[src/rtl/controle_param.sv]
// Multi-cycle control unit for a register/ALU/memory datapath (IDLE, T1..T4).
// Optional PUSH/POP support is enabled by defining CONTROLE_STACK_OPS_EN.
module controle_param #(
  parameter int REG_BITS = 3
) (
  input  logic                     clock,
  input  logic                     resetn,
  input  logic                     run,
  input  logic [4+2*REG_BITS-1:0]  ir,
  input  logic                     nz,
  output logic [(2**REG_BITS)-1:0] r_in,
  output logic [(2**REG_BITS)-1:0] r_out,
  output logic                     a_in,
  output logic                     g_in,
  output logic                     g_out,
  output logic                     dinout,
  output logic                     addr_in,
  output logic                     dout_in,
  output logic                     wren,
  output logic                     memoria,
  output logic [2:0]               alu_op,
  output logic                     sp_inc,
  output logic                     sp_dec,
  output logic                     done,
  output logic                     err,
  output logic                     busy
);
  localparam int NREGS = 2**REG_BITS;
  localparam int IR_W  = 4 + 2*REG_BITS;

  localparam logic [3:0] OP_MV   = 4'b0000, OP_MVI  = 4'b0001, OP_ADD = 4'b0010,
                         OP_SUB  = 4'b0011, OP_LD   = 4'b0100, OP_ST  = 4'b0101,
                         OP_MVNZ = 4'b0110, OP_SLT  = 4'b0111, OP_CMP = 4'b1000,
                         OP_PUSH = 4'b1001, OP_POP  = 4'b1010;

  typedef enum logic [2:0] {S_IDLE, S_T1, S_T2, S_T3, S_T4} state_t;

  state_t            state_q, state_d;
  logic [IR_W-1:0]   ir_q, ir_d;
  logic [3:0]        opcode;
  logic [NREGS-1:0]  x_oh, y_oh;
  logic              is_alu;

  assign opcode = ir_q[IR_W-1 -: 4];
  assign x_oh   = NREGS'(1) << ir_q[2*REG_BITS-1 -: REG_BITS];
  assign y_oh   = NREGS'(1) << ir_q[REG_BITS-1:0];
  assign is_alu = (opcode == OP_ADD) || (opcode == OP_SUB) || (opcode == OP_MVNZ) ||
                  (opcode == OP_SLT) || (opcode == OP_CMP);

`ifdef CONTROLE_STACK_OPS_EN
  localparam int SP = NREGS - 1;
  logic [NREGS-1:0] sp_oh;
  assign sp_oh = NREGS'(1) << SP;
`endif

  always_ff @(posedge clock or negedge resetn) begin
    if (!resetn) begin
      state_q <= S_IDLE;
      ir_q    <= '0;
    end else begin
      state_q <= state_d;
      ir_q    <= ir_d;
    end
  end

  always_comb begin
    r_in = '0; r_out = '0; a_in = 1'b0; g_in = 1'b0; g_out = 1'b0;
    dinout = 1'b0; addr_in = 1'b0; dout_in = 1'b0; wren = 1'b0; memoria = 1'b0;
    alu_op = 3'b000; sp_inc = 1'b0; sp_dec = 1'b0; done = 1'b0; err = 1'b0;
    busy = (state_q != S_IDLE);
    state_d = state_q;
    ir_d    = ir_q;

    case (state_q)
      S_T1: begin
        if (is_alu) begin
          r_out = x_oh; a_in = 1'b1;
        end else begin
          case (opcode)
            OP_MV:  begin r_out = y_oh; r_in = x_oh; done = 1'b1; end
            OP_MVI: begin dinout = 1'b1; r_in = x_oh; done = 1'b1; end
            OP_LD, OP_ST: begin r_out = y_oh; addr_in = 1'b1; end
`ifdef CONTROLE_STACK_OPS_EN
            OP_PUSH: sp_dec = 1'b1;
            OP_POP:  begin r_out = sp_oh; addr_in = 1'b1; end
`endif
            default: begin err = 1'b1; done = 1'b1; end
          endcase
        end
      end
      S_T2: begin
        if (is_alu) begin
          r_out = y_oh; g_in = 1'b1;
          case (opcode)
            OP_SUB:  alu_op = 3'b001;
            OP_MVNZ: alu_op = 3'b010;
            OP_SLT:  alu_op = 3'b011;
            OP_CMP:  alu_op = 3'b100;
            default: alu_op = 3'b000;
          endcase
        end else begin
          case (opcode)
            OP_ST: begin r_out = x_oh; dout_in = 1'b1; end
`ifdef CONTROLE_STACK_OPS_EN
            OP_PUSH: begin r_out = sp_oh; addr_in = 1'b1; end
            OP_POP:  sp_inc = 1'b1;
`endif
            default: ;
          endcase
        end
      end
      S_T3: begin
        if (is_alu) begin
          // MVNZ commits the write-back only when G was nonzero
          g_out = 1'b1; done = 1'b1;
          r_in  = ((opcode != OP_MVNZ) || nz) ? x_oh : '0;
        end else begin
          case (opcode)
            OP_LD: begin memoria = 1'b1; r_in = x_oh; done = 1'b1; end
            OP_ST: begin wren = 1'b1; done = 1'b1; end
`ifdef CONTROLE_STACK_OPS_EN
            OP_PUSH: begin r_out = x_oh; dout_in = 1'b1; end
            OP_POP:  begin memoria = 1'b1; r_in = x_oh; done = 1'b1; end
`endif
            default: ;
          endcase
        end
      end
      S_T4: begin
`ifdef CONTROLE_STACK_OPS_EN
        if (opcode == OP_PUSH) begin
          wren = 1'b1; done = 1'b1;
        end
`endif
      end
      default: ;
    endcase

    // Idle and done cycles both accept a new instruction, giving back-to-back issue
    if ((state_q == S_IDLE) || done) begin
      if (run) begin
        state_d = S_T1;
        ir_d    = ir;
      end else begin
        state_d = S_IDLE;
      end
    end else begin
      case (state_q)
        S_T1:    state_d = S_T2;
        S_T2:    state_d = S_T3;
        S_T3:    state_d = S_T4;
        default: state_d = S_IDLE;
      endcase
    end
  end
endmodule

[config.mk]
export PLATFORM = sky130hd
export DESIGN_NAME = controle_param
export DESIGN_NICKNAME = d
export VERILOG_FILES = /design/src/rtl/controle_param.sv
export SDC_FILE = /design/constraint.sdc
export NUM_CORES = 1
export LEC_CHECK = 0
export CAP_MARGIN = 20
export CELL_PAD_IN_SITES_DETAIL_PLACEMENT = 1
export CELL_PAD_IN_SITES_GLOBAL_PLACEMENT = 2
export CORE_ASPECT_RATIO = 0.9
export CORE_MARGIN = 4
export CORE_UTILIZATION = 25
export DETAILED_ROUTE_END_ITERATION = 8
export GPL_TIMING_DRIVEN = 1
export PLACE_DENSITY_LB_ADDON = 0.1
export SLEW_MARGIN = 20
export SYNTH_ARGS = -nofsm -noshare
export SYNTH_HDL_FRONTEND = slang
export SYNTH_SLANG_ARGS = --single-unit
export TNS_END_PERCENT = 30
[constraint.sdc]
create_clock -name clock -period 5.1 [get_ports clock]
set_input_delay 1.02 -clock clock [delete_from_list [all_inputs] [get_ports clock]]
set_output_delay 1.02 -clock clock [all_outputs]
set_load 0.005 [all_outputs]
==> results of run 1 <==
## metrics by stage
| stage | area, µm² | cells | util, % | setup slack, ns |
|---|---|---|---|---|
| 5_1_grt | 1490 | 194 | 39.2 | 1.14 |
| 6_report | 1490 | 194 | 39.2 | 1.28 |
| 3_3_place_gp | 1440 | 190 | 37.9 | 1.33 |
| 3_5_place_dp | 1440 | 190 | 37.9 | 1.27 |
| 2_1_floorplan | 1010 | 109 | - | 2.30 |
| 4_1_cts | 1490 | 194 | 39.0 | 1.26 |
## report_power, final
| part | total (mW) | leakage (nW) | switching (mW) | internal, mW |
|---|---|---|---|---|
| Combinational | 0.473 | 0.379 | 0.206 | 0.267 |
| Sequential | 0.258 | 0.156 | 0.104 | 0.154 |
| Clock | 0.0868 | 0.0228 | 0.0319 | 0.0548 |
## kinds of logic after synthesis
logic type,after synthesis,synth area share (%)
AO/OA/AOI/OAI,24,16.9
XOR/XNOR,1,0.871
buffers and inverters,12,6.96
flip-flops,13,32.3
multiplexers,10,14.9
other,1,0.373
AND/OR/NAND/NOR,47,27.6
## worst max-delay path by stage
stage / startpoint / end / slack [ns]
final: nz / r_in[4] / 1.28
after global routing: ir_q[8] / r_out[3] / 1.14
after CTS: nz / r_in[6] / 1.26
after detailed placement: nz / r_in[6] / 1.27
after global placement: nz / r_in[5] / 1.33
after floorplan: ir_q[8] / r_out[2] / 2.30
## worst reg2reg max path, cell delays in order, from the launching register on
cell and delay [ns]:
dfrtp_1 0.50, or4b_1 0.71, o221ai_1 0.27, nor3b_4 0.66, mux2_4 0.36
## area by class of cell
type                    instances  area (µm²)
clock buffers                   4        45.0
fillers                       432        2320
inverters                       4        15.0
multi-input cells              84         621
flip-flops and latches         13         325
well taps                      46        57.6
repair buffers                 43         430
## routing by layer
layer	GRT usage [%]	wire length [µm]
met5	0	0
met3	0.587	144
met4	4.00	13
met2	19.5	1390
met1	17.9	1480
## sequential cells by signal, summed over array words and instances, names as in the netlist
register  flops
state_q       3
ir_q         10
## cells in the final DEF, fill, tap and decap left out, types with 2 or more instances in the layout
cell             netlist  layout
dfrtp_1               13      13
nand2_1                4       4
or3b_2                 2       2
clkbuf_8               0       3
o32ai_1                4       4
or2_2                  4       4
o21bai_1               2       2
a21oi_1                5       5
o22ai_1                6       6
mux2_4                10      10
clkdlybuf4s50_1        0      43
inv_1                  4       4
nor3b_1                4       4
nor2_1                10      10
or3_1                  3       3
conb_1                 1       2
nor3_1                 8       8
nand2b_1               7       7
==> results_dict.tcl, run 1 <==
set metrics [dict create \
    cp.buffers_inverters 2 \
    yosysSeqAreaShare_pct 32.3 \
    wl_per_cell_um 15.6 \
    clk_pin_slew_ns 0.05 \
    synth_commonest_cells "13 x dfrtp_1, 10 x mux2_4, 10 x nor2_1" \
    hold_buffers 0 \
    startpoint_type "input pin" \
    slew-limit-headroom_pct 51.8 \
    slew_viol_final 0 \
    rsz0062_at_grt "false" \
    cts_tree "built" \
    p_leak_nw 0.557 \
    cp_cell_sequence "clkdlybuf4s50_1 -> o32ai_1 -> o32a_1 -> nor3b_1 -> clkdlybuf4s50_1" \
    cp_max_fo 8 \
    totalWireLength_um 3030 \
    initial_core_util_pct 26.4 \
    critPathArrivalTime_ns 2.80 \
    worstHoldStart "ir_q[0]" \
    clkLatencyLatePin_ns 0.23 \
    fin_tns_setup_ns 0 \
    cts_sinks 13 \
    ant_nets 0 \
    synth.avg_cell_area_um2 9.31 \
    crit_cells 5 \
    syn_inst 108 \
    period_share_pct 74.9 \
    setup.worst_path.end_class "output port" \
    synth.cell_area_um2 1010 \
    grt_antenna_before_repair 0 \
    ys.flop_type "dfrtp_1" \
    first_pass_iters 3 \
    synthTopCellsByArea "dfrtp_1 32%, mux2_4 15%, nand2b_1 4.4%" \
    syn_to_final_growth_pct 48.5 \
    status "completed" \
    viasPerCell 5.01 \
    grt_pass1_vias 1001 \
    antenna_cells 0 \
    period_needed_ns 3.82 \
    boundaryPins 46 \
    regToRegSetupSlack_ns 2.49 \
    cp.required_ns 4.08 \
    reg2regPathDepth 4 \
    p_per_area_nw_per_um2 547 \
    synth.distinct_cells 33 \
    setup_viol 0 \
    cpMostUsedCell "clkdlybuf4s50_1" \
    grt_max_degree 14 \
    r2r_end "ir_q[4]" \
    slowest_stage "clkdlybuf4s50_1" \
    fmax_mhz 262 \
    synth_warnings 0 \
    skew_ns 0.00301 \
    vdd_drop_max_uv 257 \
    ys_async_sr_fraction_pct 100 \
    cts-buffers-inserted 3 \
    gp_congestion 0.774 \
    cts_setup_buffers 0 \
    overflow 0 \
    die_w_um 74.9 \
    die_h_um 68.2 \
    synth.ff_latch_count 13 \
    synth_most_common_cell "dfrtp_1" \
    grt_usage_pct 12.3 \
    coreArea_um2 3810 \
    io_buffers 43 \
    p_total_mw 0.817 \
    rows 21 \
    cts_buffer_depth 2 \
    hold_class "flip-flop to flip-flop" \
    crit_type "input pin to output port" \
    r2r-start "ir_q[8]" \
    synth_top_area_share_pct 32.3 \
    crit_family "buffers and inverters" \
    holdWs_ns 0.544 \
    drt_iter0_drc 17 \
    worstHoldPathCells 1 \
    drive_above_1_share_pct 14.2 \
    die_area_um2 5100 \
    grt_first_pass_wirelength_um 4890 \
    yosysTopAreaCell "dfrtp_1" \
    hpwl_um 2450 \
    hold-path-endpoint "ir_q[0]" \
    h-tree-depth 1 \
    drv_cap 0 \
    slowest_delay_ns 0.53 \
    nets 163 \
    hold_violations 0 \
    synth_edf_count 0 \
    vias 972 \
    cts_resized 0 \
    drc 0 \
    root_buffer "clkbuf_8" \
    tightest_slew_ns 0.722 \
]
No activity file was read; power rests on OpenSTA's default activity.
==> inputs of run 2 (changes only) <==
CORE_UTILIZATION = 23   (was 25)
clock period = 3.7 ns   (was 5.1 ns; I/O delays follow)
==> results_dict.tcl, run 2 (synthesis results as in run 1) <==
set metrics [dict create \
    status "completed" \
    overflow 0 \
    layout_common_cells "43 x clkdlybuf4s50_1, 13 x dfrtp_1, 10 x nor2_1, 10 x mux2_4, 8 x nor3_1" \
    ant_nets 0 \
    fmax_mhz 289 \
    hold_class "flip-flop to flip-flop" \
    gp_congestion 0.864 \
    viasPerCell 4.58 \
    startpoint_type "flip-flop" \
    clk_pin_slew_ns 0.05 \
    crit_type "flip-flop to output port" \
    largest_reg_flops 10 \
    nets 165 \
    slowest_delay_ns 0.71 \
    drt_iter0_drc 31 \
    period_needed_ns 3.46 \
    n_fill_cell 480 \
    hold_violations 0 \
    cts-buffers-inserted 3 \
    final-seq-area_um2 325 \
    p_per_area_nw_per_um2 738 \
    drc 0 \
    drv_cap 0 \
    syn_to_final_growth_pct 51.1 \
    fin_tns_setup_ns 0 \
    antenna_cells 0 \
    drive_above_1_share_pct 15.3 \
    hpwl_um 2450 \
    clkLatencyLatePin_ns 0.24 \
    rsz0062_at_grt "false" \
    cts_resized 0 \
    cp_cell_sequence "or4b_1 -> a21oi_1 -> o21ai_0 -> o22ai_1 -> clkdlybuf4s50_1" \
    die_w_um 77.7 \
    dp_slack_ns 0.435 \
    cp.required_ns 2.96 \
    setup_viol 0 \
    top_register "ir_q" \
    hold-path-endpoint "ir_q[0]" \
    cp_max_fo 10 \
    r2r_end "ir_q[3]" \
    root_buffer "clkbuf_8" \
    slowest_stage "or4b_1" \
    cts_setup_buffers 0 \
    stdcell_count 210 \
    grt_usage_pct 11.3 \
    grt_antenna_before_repair 0 \
    grt_pass1_vias 1011 \
    skew_ns 0.000812 \
    wl_per_cell_um 14.2 \
    regToRegSetupSlack_ns 1.41 \
    slew_viol_final 0 \
    setup.worst_path.end_class "output port" \
    slew-limit-headroom_pct 60.6 \
    final_common_cell "clkdlybuf4s50_1" \
    hold_buffers 0 \
    largestRegisters "ir_q x10, state_q x3" \
    die_area_um2 5500 \
    post-route-cell-area_um2 1520 \
    initial_core_util_pct 24.2 \
    period_share_pct 93.6 \
    boundaryPins 46 \
    setup_slack_ns 0.235 \
    die_h_um 70.7 \
    io_buffers 43 \
    h-tree-depth 1 \
    vias 962 \
    cts_buffer_depth 2 \
    rows 22 \
    cts_tree "built" \
    coreArea_um2 4160 \
    p_total_mw 1.12 \
    placed_cells 206 \
    grt_first_pass_wirelength_um 5060 \
    cp.buffers_inverters 1 \
    crit_family "compound AO/OA/AOI/OAI gates" \
    vdd_drop_max_uv 338 \
    cts_sinks 13 \
    first_pass_iters 4 \
    grt_max_degree 14 \
    p_leak_nw 0.566 \
    dpl_cell_area_um2 1480 \
    tightest_slew_ns 0.576 \
    multi_input_area_um2 614 \
    worstHoldPathCells 1 \
    critPathArrivalTime_ns 2.72 \
    totalWireLength_um 2980 \
    r2r-start "ir_q[8]" \
    reg2regPathDepth 5 \
    worstHoldStart "ir_q[0]" \
]
[run 2: cell types whose count changed in the layout (fill, tap and decap cells not counted)]
| cell | change |
|---|---|
| nor3b_2 | +1 |
| buf_4 | +2 |
| nor3b_4 | -1 |
[run 2: where the power goes]
part           internal (mW)  switching (mW)  total [mW]
Combinational          0.375           0.287       0.662
Clock                 0.0756          0.0449       0.121
Sequential             0.213           0.127       0.339
[run 2: per-stage QoR]
stage	utilization, %	hold slack (ns)
after floorplan	-	0.444
after global placement	35.5	0.535
after detailed placement	35.5	0.537
after CTS	36.6	0.555
after global routing	36.6	0.570
final	36.6	0.547
[run 2: worst reg2reg max path: stages (launching register included)]
cell and delay [ns]:
dfrtp_1 0.47, or4b_1 0.71, o221ai_1 0.24, nor3b_2 0.20, buf_4 0.25, mux2_4 0.32
[run 2: routing by layer]
| layer | vias up | track usage [%] | part of all wire [%] |
|---|---|---|---|
| met5 | - | 0 | 0 |
| met4 | 0 | 4.74 | 1.0 |
| met3 | 4 | 1.91 | 4.9 |
| met2 | 32 | 16.7 | 44 |
| met1 | 449 | 16.1 | 50 |
| li1 | 477 | - | - |
[run 2: worst max-delay path by stage]
| stage | startpoint | to | slack, ns | cells after the start |
|---|---|---|---|---|
| global route | state_q[1] | r_out[0] | 0.06 | 5 |
| floorplan | ir_q[8] | r_out[2] | 1.18 | 6 |
| global placement | nz | r_in[4] | 0.48 | 5 |
| CTS | ir_q[8] | r_out[3] | 0.20 | 5 |
| detailed placement | nz | r_in[4] | 0.44 | 5 |
| finish | ir_q[8] | r_out[7] | 0.24 | 5 |
[run 2: final cells by class]
class                      instances  area share (%)
multi-input combinational         84            40.4
tap                               60            4.94
sequential                        13            21.4
clock buffer                       4            2.96
inverter                           4           0.988
timing repair buffer              45            29.3
